==> src/rtl/bcd_key_entry_display_pkg.sv <==
// Shared types and constants for the keypad BCD entry and 7-segment display block.
package bcd_key_entry_display_pkg;

    typedef enum logic [1:0] {
        IDLE,
        PRESS_WAIT,
        HELD,
        RELEASE_WAIT
    } key_state_t;

    localparam logic [3:0] BCD_MAX = 4'd9;

    // Segment bit0=a .. bit6=g, active-high
    localparam logic [6:0] SEG_0     = 7'h3F;
    localparam logic [6:0] SEG_1     = 7'h06;
    localparam logic [6:0] SEG_2     = 7'h5B;
    localparam logic [6:0] SEG_3     = 7'h4F;
    localparam logic [6:0] SEG_4     = 7'h66;
    localparam logic [6:0] SEG_5     = 7'h6D;
    localparam logic [6:0] SEG_6     = 7'h7D;
    localparam logic [6:0] SEG_7     = 7'h07;
    localparam logic [6:0] SEG_8     = 7'h7F;
    localparam logic [6:0] SEG_9     = 7'h6F;
    localparam logic [6:0] SEG_BLANK = 7'h00;

endpackage

==> src/rtl/bcd_key_entry_display_bcd_to_7seg.sv <==
// Combinational BCD digit to 7-segment pattern; non-BCD codes render blank.
module bcd_to_7seg
    import bcd_key_entry_display_pkg::*;
(
    input  logic [3:0] bcd,
    output logic [6:0] seg
);

    always_comb begin
        seg = SEG_BLANK;
        case (bcd)
            4'd0: seg = SEG_0;
            4'd1: seg = SEG_1;
            4'd2: seg = SEG_2;
            4'd3: seg = SEG_3;
            4'd4: seg = SEG_4;
            4'd5: seg = SEG_5;
            4'd6: seg = SEG_6;
            4'd7: seg = SEG_7;
            4'd8: seg = SEG_8;
            4'd9: seg = SEG_9;
            default: seg = SEG_BLANK;
        endcase
    end

endmodule

==> src/rtl/bcd_key_entry_display.sv <==
// Debounced keypad digit entry into a BCD shift register, shown on a scanned
// 7-segment display with leading-zero blanking.
module bcd_key_entry_display
    import bcd_key_entry_display_pkg::*;
#(
    parameter int NUM_DIGITS      = 4,
    parameter int DEBOUNCE_CYCLES = 16,
    parameter int SCAN_DIV        = 1000
) (
    input  logic                              clk,
    input  logic                              rst,
    input  logic [3:0]                        bcd_in,
    input  logic                              key_down,
    input  logic                              clear,
    output logic [4*NUM_DIGITS-1:0]           value_out,
    output logic [$clog2(NUM_DIGITS+1)-1:0]   digit_count,
    output logic                              entry_pulse,
    output logic [6:0]                        seg,
    output logic [NUM_DIGITS-1:0]             an
);

    localparam int CW = $clog2(NUM_DIGITS+1);
    localparam int DW = $clog2(DEBOUNCE_CYCLES);
    localparam int PW = $clog2(SCAN_DIV);
    localparam int IW = $clog2(NUM_DIGITS);

    key_state_t    state, state_next;
    logic [DW-1:0] db_cnt, db_cnt_next;
    logic          accept;

    logic [PW-1:0] prescale;
    logic [IW-1:0] scan_idx;
    logic [3:0]    sel_digit;
    logic [6:0]    dec_seg;
    logic          blank;

    always_ff @(posedge clk) begin
        if (rst) begin
            state  <= IDLE;
            db_cnt <= '0;
        end else begin
            state  <= state_next;
            db_cnt <= db_cnt_next;
        end
    end

    // The edge that leaves IDLE/HELD is the first sample of a run, so the
    // run completes when the counter has already seen DEBOUNCE_CYCLES-2 more.
    always_comb begin
        state_next  = state;
        db_cnt_next = db_cnt;
        accept      = 1'b0;
        case (state)
            IDLE: begin
                if (key_down) begin
                    state_next  = PRESS_WAIT;
                    db_cnt_next = '0;
                end
            end
            PRESS_WAIT: begin
                if (!key_down) begin
                    state_next  = IDLE;
                    db_cnt_next = '0;
                end else if (db_cnt == DW'(DEBOUNCE_CYCLES-2)) begin
                    state_next  = HELD;
                    db_cnt_next = '0;
                    accept      = 1'b1;
                end else begin
                    db_cnt_next = db_cnt + 1'b1;
                end
            end
            HELD: begin
                if (!key_down) begin
                    state_next  = RELEASE_WAIT;
                    db_cnt_next = '0;
                end
            end
            RELEASE_WAIT: begin
                if (key_down) begin
                    state_next  = HELD;
                    db_cnt_next = '0;
                end else if (db_cnt == DW'(DEBOUNCE_CYCLES-2)) begin
                    state_next  = IDLE;
                    db_cnt_next = '0;
                end else begin
                    db_cnt_next = db_cnt + 1'b1;
                end
            end
            default: begin
                state_next  = IDLE;
                db_cnt_next = '0;
            end
        endcase
    end

    always_ff @(posedge clk) begin
        if (rst) begin
            value_out   <= '0;
            digit_count <= '0;
            entry_pulse <= 1'b0;
        end else if (clear) begin
            value_out   <= '0;
            digit_count <= '0;
            entry_pulse <= 1'b0;
        end else if (accept && (bcd_in <= BCD_MAX)) begin
            value_out   <= {value_out[4*NUM_DIGITS-5:0], bcd_in};
            if (digit_count != CW'(NUM_DIGITS))
                digit_count <= digit_count + 1'b1;
            entry_pulse <= 1'b1;
        end else begin
            entry_pulse <= 1'b0;
        end
    end

    always_ff @(posedge clk) begin
        if (rst) begin
            prescale <= '0;
            scan_idx <= '0;
        end else if (prescale == PW'(SCAN_DIV-1)) begin
            prescale <= '0;
            scan_idx <= (scan_idx == IW'(NUM_DIGITS-1)) ? '0 : scan_idx + 1'b1;
        end else begin
            prescale <= prescale + 1'b1;
        end
    end

    assign sel_digit = value_out[4*scan_idx +: 4];
    assign blank     = (int'(scan_idx) >= int'(digit_count)) && (scan_idx != '0);

    bcd_to_7seg u_dec (
        .bcd (sel_digit),
        .seg (dec_seg)
    );

    always_ff @(posedge clk) begin
        if (rst) begin
            seg <= SEG_0;
            an  <= NUM_DIGITS'(1);
        end else begin
            seg <= blank ? SEG_BLANK : dec_seg;
            an  <= NUM_DIGITS'(1) << scan_idx;
        end
    end

endmodule

==> config.mk <==
export PLATFORM = sky130hd
export DESIGN_NAME = bcd_key_entry_display
export DESIGN_NICKNAME = d
export VERILOG_FILES = /design/src/rtl/bcd_key_entry_display_pkg.sv /design/src/rtl/bcd_key_entry_display_bcd_to_7seg.sv /design/src/rtl/bcd_key_entry_display.sv
export SDC_FILE = /design/constraint.sdc
export NUM_CORES = 1
export LEC_CHECK = 0
export CORE_UTILIZATION = 56
export DETAILED_ROUTE_END_ITERATION = 16
export GPL_ROUTABILITY_DRIVEN = 0
export PLACE_DENSITY_LB_ADDON = 0.2
export SKIP_LAST_GASP = 1
export SLEW_MARGIN = 25
export SYNTH_ARGS = -nofsm -noshare
export SYNTH_HDL_FRONTEND = slang
export SYNTH_SLANG_ARGS = --single-unit
export TNS_END_PERCENT = 30
==> constraint.sdc <==
create_clock -name clk -period 4.3 [get_ports clk]
set_input_delay 0.86 -clock clk [delete_from_list [all_inputs] [get_ports clk]]
set_output_delay 0.86 -clock clk [all_outputs]
set_load 0.01 [all_outputs]
Yosys cells after proc, flatten, opt, wreduce, memory -nomap -nowiden

Memories as Yosys holds them, arrays and structs flattened.
Cells that the tools add are included.

Bits in registers: 49
ROM bits: 112
Input bits: 8
Word-level logic and storage cells: 59
Memories kept: 1

Memory list:

| name            | words | bits a word | read ports | clocked after memory_dff | wr ports | line                                    | text |
|---|---|---|---|---|---|---|---|
| (no name shown) | 16    | 7           | 1          | 0                        | 0        | bcd_key_entry_display_bcd_to_7seg.sv:11 | `case (bcd)` |

Add/subtract/negate cells: 4
Order comparisons: 2
Eq/ne operators: 11
Shift operators: 2
Multiplexer cells: 19
Reduce and logical (&&, ||, !) cells: 10

Operator list:

| cell                  | number |
|---|---|
| $mux 4                | 5 |
| $pmux 4 s4            | 1 |
| $shiftx 16x5->4       | 1 |
| $mux 2                | 7 |
| $add 10x1->10 const B | 1 |
| $eq 10x10->1 const B  | 1 |
| $ne 3x3->1 const B    | 3 |
| $pmux 2 s4            | 1 |
| $eq 2x2->1 const B    | 3 |
| $mux 6                | 1 |
| $reduce_or 2->1       | 3 |
| $add 4x1->4 const B   | 1 |
| $eq 4x4->1 const B    | 1 |
| $le 4x4->1 const B    | 1 |
| $mux 1                | 4 |
| $ne 2x2->1 const B    | 2 |
| $reduce_and 2->1      | 2 |
| $reduce_and 4->1      | 1 |
| $shl 1x2->4 const A   | 1 |
| $add 3x1->3 const B   | 1 |
| $ge 2x3->1            | 1 |
| $add 2x1->2 const B   | 1 |
| $eq 2x1->1 const B    | 1 |
| $logic_and 1x1->1     | 2 |
| 2 further kinds       | 2 |

Depth between registers and ports, before layout

Gate-level depths: netlist (run 1).

Depth in word-level cells: 6
Gate-level depth with buffers: 9
Gate-level depth less buffers: 7

Cells and area by module

From an unflattened synthesis (run 1), not the netlist that was laid out.

Cells, all modules: 260
Area, all modules: 2341.0 um^2

Modules (own cells, without submodules):

| module                | instances | cells an instance | area each (um^2) | seq. area each (um^2) |
|---|---|---|---|---|
| bcd_key_entry_display | 1         | 230               | 2123.3           | 980.9 |
| bcd_to_7seg           | 1         | 30                | 217.7            | 0.0 |

Worst setup path after synthesis (run 1)

No wires, ideal clock.

Kind: input port to flip-flop
Start point: in bcd_in[1]
End point: reg value_out[10]
Arrival time: 1.756 ns
Data required time: 4.172 ns
Setup slack: 2.416 ns
Stages: 6
Path buffers: 2
Cell sequence: o21ai_0 -> nand3_1 -> buf_2 -> buf_4 -> mux2i_1 -> nor2_1

Longest elaborated chain between the ends: 2

Ends and longest elaborated chain:

| element              | line                         | text |
|---|---|---|
| from (decl)          | bcd_key_entry_display.sv:12  | `input logic [3:0] bcd_in,` |
| $le 4x4->1           | bcd_key_entry_display.sv:105 | `end else if (accept && (bcd_in <= BCD_MAX)) begin` |
| $logic_and 1x1->1    | bcd_key_entry_display.sv:105 |  |
| to (signal assigned) | bcd_key_entry_display.sv:106 | `value_out <= {value_out[4*NUM_DIGITS-5:0], bcd_in};` |
| to (decl)            | bcd_key_entry_display.sv:15  | `output logic [4*NUM_DIGITS-1:0] value_out,` |

Every way passes these cells.
A chain may end at the register's enable or synchronous reset.

Worst setup path in the final report (run 1)

Start point: in key_down
End point: reg value_out[1]

Longest elaborated chain between the ends: 3

Ends and longest elaborated chain:

| element           | line                         | text |
|---|---|---|
| from (decl)       | bcd_key_entry_display.sv:13  | `input logic key_down,` |
| $mux 1            | bcd_key_entry_display.sv:61  | `if (!key_down) begin` |
| $mux 1            | bcd_key_entry_display.sv:53  | `case (state)` |
| $logic_and 1x1->1 | bcd_key_entry_display.sv:105 |  |

Every way passes these cells.

==> metrics.md, run 1 <==
| Metric | Value |
|---|---|
| Cell Area, Synth | 0.00221 mm2 |
| EDFF count, synth | 0 |
| Top cells by area, synth | dfxtp_1 (44%), mux2i_1 (10%), ha_1 (8.5%) |
| Setup WS post-layout | 1550 ps |
| N_diodes | 0 |
| Area Overhead vs Synth | 23.0% |
| Synth warn | 0 |
| Share of layout cells above drive strength 1 | 7.22% |
| Post-route insts no fill | 311 |
| Ports | 39 |
| Die Wd | 64.8 um |
| Total GRT Usage | 21.4% |
| Vias in the first global route | 1450 |
| Status | finished clean |
| Critical Path End Type | flip-flop |
| Die ar. | 0.00420 mm2 |
| Async SR Flop Fraction | 0% |
| Startpoint class of the critical path | primary input |
| CP Buf/Inv Count | 1 |
| Period utilization | 63.9% |
| Root buf cell | clkbuf_8 |
| Main synth FF type | dfxtp_1 |
| CTS sink cnt | 49 |
| Family with the most delay on the worst path | simple AND/OR/NAND/NOR gates |
| Final net count | 285 |
| Final wirelength | 3.94 mm |
| Highest ir drop seen on vdd | 0.226 mV |
| Worst reg-to-reg setup slack | 2010 ps |
| Initial core utilization | 59.5% |
| Drt first pass iters | 4 |
| ANT nets after route | 0 |
| Total CTS buffers | 5 |
| Syn avg cell area | 9.82 um2 |
| Grt ovf | 0 |
| Final setup viols | 0 |
| Max stage delay on crit path | 740 ps |
| Largest net degree at the start of global routing | 21 |
| Area leader, netlist | dfxtp_1 |
| Drt wl/cell | 12.7 um |
| Pleak | 1.10 nW |
| Tmin final | 2750 ps |
| Sequential area share after synthesis | 44.4% |
| Synth top area share | 44.4% |
| Synthesized netlist net count | 248 |
| Chip height | 64.8 um |
| Commonest non-fill, non-tap cell in the layout | dfxtp_1 |
| Maxcap violations | 0 |
| Vias/cell | 5.22 |
| WHS | 475 ps |
| Max Root-Sink Buffers | 2 |
| TNS Setup | 0 ps |
| Worst Clk Skew | 8.44 ps |
| Initial detailed-routing violation count | 67 |
| Slew Limit Fails | 0 |
| Crit-path slowest cell | nand3_1 |
| Number of H-tree levels | 2 |
| Synth Register Bits | 49 |
| Worst-Skew Late Latency | 300 ps |
| Most frequent cells in the layout | dfxtp_1 (49), clkdlybuf4s50_1 (38), nor2_1 (36) |
| # rows | 22 |
| CTS tree | built |
| Hold WC Path Type | flip-flop to flip-flop |
| Core area | 0.00372 mm2 |
| Crit-path cells | clkdlybuf4s50_1, nor2b_1, nand3_1, mux2i_1, nor2_1 |
| Pre-CTS setup slack | 1230 ps |
| Max-Slew Margin vs Limit | 33.5% |
| First-pass GRT wire length | 6.78 mm |
| Hold buffers post-CTS | 0 |
| IO buf count | 38 |
| Antenna violations before repair | 0 |
| DR DRC count | 0 |
| Post-synth cell types | 37 |
| DP Cell Count | 303 |
| # resized after CTS | 0 |
| Worst path required time | 4480 ps |
| Crit path kind | primary input to flip-flop |
| Worst-margin pin slew | 994 ps |
| Pwr Density | 302 mW/mm2 |
| CP arrival | 2930 ps |
| RSZ-0062 raised after global routing | no |
| F_max | 364 MHz |
| Post-CTS Setup Inserts | 0 |
| Gate Count Post-Synth | 225 |
| Clk slew on worst S/H paths | 90 ps |
| DR vias | 1622 |
| Crit path max fanout | 17 |
| Fin. Hold Viols | 0 |
| Placed wire-length estimate | 2.78 mm |
==> worst register-to-register path: cells and delay by family (launching register included) <==
| family | cells | cell delay (ps) |
|---|---|---|
| adders and majority gates | 1 | 180 |
| buffers and inverters | 1 | 80 |
| DFF | 1 | 340 |
| muxes | 1 | 450 |
| and+or+nand+nor | 3 | 1130 |
==> cell families after synthesis <==
| group | synth area share [%] |
|---|---|
| AND/OR/NAND/NOR | 19.6 |
| flip-flops | 44.4 |
| multiplexers | 14.0 |
| buffers and inverters | 3.85 |
| AO/OA/AOI/OAI | 5.21 |
| adder cells (fa/ha/maj) | 8.49 |
| XOR/XNOR | 4.36 |
==> report_power, final <==
part / internal, mW / total (mW) / switching (mW)
sequential: 0.459 / 0.463 / 0.00366
clock: 0.175 / 0.324 / 0.150
combinational: 0.0161 / 0.0338 / 0.0177
==> Yosys cell counts (2+ instances only) <==
| cell | count |
|---|---|
| a21oi_1 | 4 |
| and2_1 | 2 |
| and3_1 | 2 |
| buf_2 | 2 |
| clkbuf_1 | 4 |
| dfxtp_1 | 49 |
| ha_1 | 15 |
| inv_1 | 11 |
| mux2i_1 | 22 |
| mux4_2 | 4 |
| nand2_1 | 8 |
| nand2b_1 | 2 |
| nand3_1 | 5 |
| nand4_1 | 4 |
| nand4b_1 | 2 |
| nor2_1 | 36 |
| nor2b_1 | 4 |
| nor3_1 | 12 |
| nor4_1 | 2 |
| o21ai_0 | 8 |
| or2_2 | 2 |
| xnor2_1 | 7 |
| xor2_1 | 4 |
==> sequential cells by signal, indices dropped and copies added (netlist names), named ones only <==
| name | cells |
|---|---|
| value_out | 16 |
| prescale | 10 |
| seg | 7 |
| an | 4 |
| db_cnt | 4 |
| digit_count | 3 |
| scan_idx | 2 |
| entry_pulse | 1 |
| state | 1 |
==> final cells by class <==
type	count	area (um2)
Clock inverter	2	38.8
Sequential cell	49	981
Fill cell	298	998
Multi-Input combinational cell	157	1140
Tap cell	48	60.1
Clock buffer	6	72.6
Inverter	11	41.3
Timing Repair Buffer	38	380
==> final timing paths <==
check	startpoint	endpoint	cells past startpoint
setup / recovery	key_down	value_out[1]	5
hold reg to reg	prescale[0]	prescale[0]	1
hold / removal	prescale[0]	prescale[0]	1
setup reg to reg	db_cnt[0]	value_out[1]	6
==> stage by stage <==
step                      power [mW]  util (%)  area, um2
final                          0.821      73.1       2720
after global routing           0.851      73.1       2720
after CTS                      0.828      73.1       2720
after detailed placement       0.507      70.1       2610
after global placement         0.506      70.1       2610
after floorplan                0.490         -       2210
==> layer usage <==
layer / share of wire [%] / global-route usage (%) / up-vias / wire [um]
met5: 0 / 0 / - / 0
met4: 1.9 / 9.17 / 0 / 73
met3: 4.0 / 4.58 / 8 / 158
met2: 43 / 31.5 / 49 / 1690
met1: 51 / 30.1 / 722 / 2020
li1: - / - / 843 / -
Power figures use the tool's default switching activity.
==> run 2: changes to the inputs <==
--- a/config.mk
+++ b/config.mk
@@ -5,7 +5,7 @@
 export SDC_FILE = /design/constraint.sdc
 export NUM_CORES = 1
 export LEC_CHECK = 0
-export CORE_UTILIZATION = 56
+export CORE_UTILIZATION = 52
 export DETAILED_ROUTE_END_ITERATION = 16
 export GPL_ROUTABILITY_DRIVEN = 0
 export PLACE_DENSITY_LB_ADDON = 0.2
==> constraint.sdc (replaced) <==
create_clock -name clk -period 2.7 [get_ports clk]
set_input_delay 0.54 -clock clk [delete_from_list [all_inputs] [get_ports clk]]
set_output_delay 0.54 -clock clk [all_outputs]
set_load 0.01 [all_outputs]
==> run 2 against run 1 <==
Worst hold slack got worse by 21 ps. Worst setup slack got worse by 910 ps. Register-to-register slack got worse by 1400 ps. Cell count increased by 1.3%. Clock skew decreased by 3.7 ps. Count of clock-buffer cells in the layout increased by 1. Sequential share of layout area decreased by 0.099 points. Non-clock buffer count increased by 2. First-iteration DRC count decreased by 37%. Global-route usage decreased by 1.7 points. Wire length increased by 2.9%. Utilization decreased by 5.5 points. Largest cell class unchanged. Largest power group unchanged. Highest routed layer unchanged.
==> metrics.md, run 2 (same netlist as run 1, synthesis figures left out) <==
| Metric | Value |
|---|---|
| Ports | 39 (unchanged) |
| Crit path kind | flip-flop to flip-flop |
| Hold buffers post-CTS | 0 (unchanged) |
| Top reg by flops | value_out |
| Commonest non-fill, non-tap cell in the layout | dfxtp_1 |
| Final setup viols | 0 (unchanged) |
| # rows | 23 (+4.5%) |
| F_max | 486 MHz |
| CTS tree | built |
| Initial core utilization | 54.8% (-4.6 points) |
| ANT nets after route | 0 (unchanged) |
| Root buf cell | clkbuf_8 |
| Vias in the first global route | 1457 (+0.48%) |
| Number of H-tree levels | 2 (unchanged) |
| Slew Limit Fails | 0 (unchanged) |
| Worst reg-to-reg setup slack | 640 ps (-1370 ps) |
| Final wirelength | 4.06 mm (+2.9%) |
| Drt wl/cell | 12.9 um (+1.6%) |
| Total GRT Usage | 19.7% (-1.7 points) |
| Post-CTS Setup Inserts | 0 (unchanged) |
| Die ar. | 0.00451 mm2 (+7.4%) |
| Clk slew on worst S/H paths | 90 ps (about the same) |
| Initial detailed-routing violation count | 42 (-37%) |
| Most frequent cells in the layout | dfxtp_1 (49), clkdlybuf4s50_1 (38), nor2_1 (36) |
| Vias/cell | 5.21 (about the same) |
| Pwr Density | 461 mW/mm2 (+53%) |
| Top flop regs | value_out: 16 flops, prescale: 10 flops, seg: 7 flops |
| Worst path required time | 2870 ps (-1610 ps) |
| Worst Clk Skew | 4.78 ps (-3.65 ps) |
| Worst-Skew Late Latency | 300 ps (about the same) |
| Hold WC Path Type | flip-flop to flip-flop |
| Post-Layout Inst Area | 0.00273 mm2 (+0.28%) |
| RSZ-0062 raised after global routing | no |
| # resized after CTS | 0 (unchanged) |
| Tmin final | 2060 ps |
| Drt first pass iters | 4 (unchanged) |
| Highest ir drop seen on vdd | 0.349 mV (+54%) |
| IO buf count | 38 (unchanged) |
| Area Overhead vs Synth | 23.3% |
| Fin. Hold Viols | 0 (unchanged) |
| CTS sink cnt | 49 (unchanged) |
| CP arrival | 2230 ps (-700 ps) |
| Max reg flops | 16 (unchanged) |
| First-pass GRT wire length | 6.61 mm (-2.4%) |
| N_diodes | 0 (unchanged) |
| Pleak | 1.11 nW (+0.71%) |
| TNS Setup | 0 ps (unchanged) |
| Largest net degree at the start of global routing | 21 (unchanged) |
| Max Root-Sink Buffers | 2 (unchanged) |
| Die Wd | 67.2 um (+3.7%) |
| Chip height | 67.2 um (+3.7%) |
| Crit path max fanout | 9 (-8) |
| Total CTS buffers | 5 (unchanged) |
| Max-Slew Margin vs Limit | 71.6% (+38 points) |
| Status | finished clean |
| Placed wire-length estimate | 3.02 mm (+8.8%) |
| Share of layout cells above drive strength 1 | 8.30% (+1.1 points) |
| Core area | 0.00403 mm2 (+8.4%) |
| Grt ovf | 0 (unchanged) |
| Worst-margin pin slew | 426 ps (-569 ps) |
| DR vias | 1642 (+1.2%) |
| Power, Total | 1.26 mW (+53%) |
| DR DRC count | 0 (unchanged) |
| Critical Path End Type | flip-flop |
| Final net count | 287 (+0.70%) |
| Antenna violations before repair | 0 (unchanged) |
| Maxcap violations | 0 (unchanged) |
| Area post-placement | 0.00262 mm2 (+0.67%) |
| Startpoint class of the critical path | flip-flop |
| Period utilization | 76.3% |
[run 2: metal layers]
layer	GRT usage (%)	vias to the layer above	part of all wire [%]
met5	0	-	0
met4	6.38	0	1.4
met3	5.91	8	4.5
met2	30.4	45	44
met1	26.4	742	50
li1	-	847	-
[run 2: report_power, final]
group	leakage, nW	switching, mW	internal, mW
sequential	0.397	0.00565	0.731
clock	0.0542	0.234	0.232
combinational	0.657	0.0274	0.0264
total	1.11	0.267	0.989
[run 2: through the flow]
step / std cells / hold WS, ps / util [%] / setup slack [ps]
final: 315 / 454 / 67.6 / 641
after global routing: 315 / 503 / 67.6 / 443
after CTS: 315 / 458 / 67.6 / 618
after detailed placement: 307 / 439 / 65.1 / 631
after global placement: 307 / 434 / 65.1 / 693
after floorplan: 225 / 418 / - / 865
[run 2: cell type report]
type                       instances  area (um2)
fill                             358        1300
multi-input combinational        157        1140
sequential                        49         981
timing repair buffer              40         395
clock buffer                       7        96.3
tap                               50        62.6
inverter                          11        41.3
clock inverter                     1        5.00
[run 2: path summary, 6_finish.rpt]
check | start | endpoint | cells after the start
worst max-delay path | scan_idx[1] | seg[3] | 6
worst min-delay path | prescale[0] | prescale[0] | 1
worst max register to register | scan_idx[1] | seg[3] | 6
worst min register to register | prescale[0] | prescale[0] | 1
[run 2: worst max-delay path: stages (launching register included)]
cell     delay (ps)
dfxtp_1         550
mux4_2          640
inv_1           140
ha_1            230
and2_1          150
nor3_1          120
o21ai_0          90
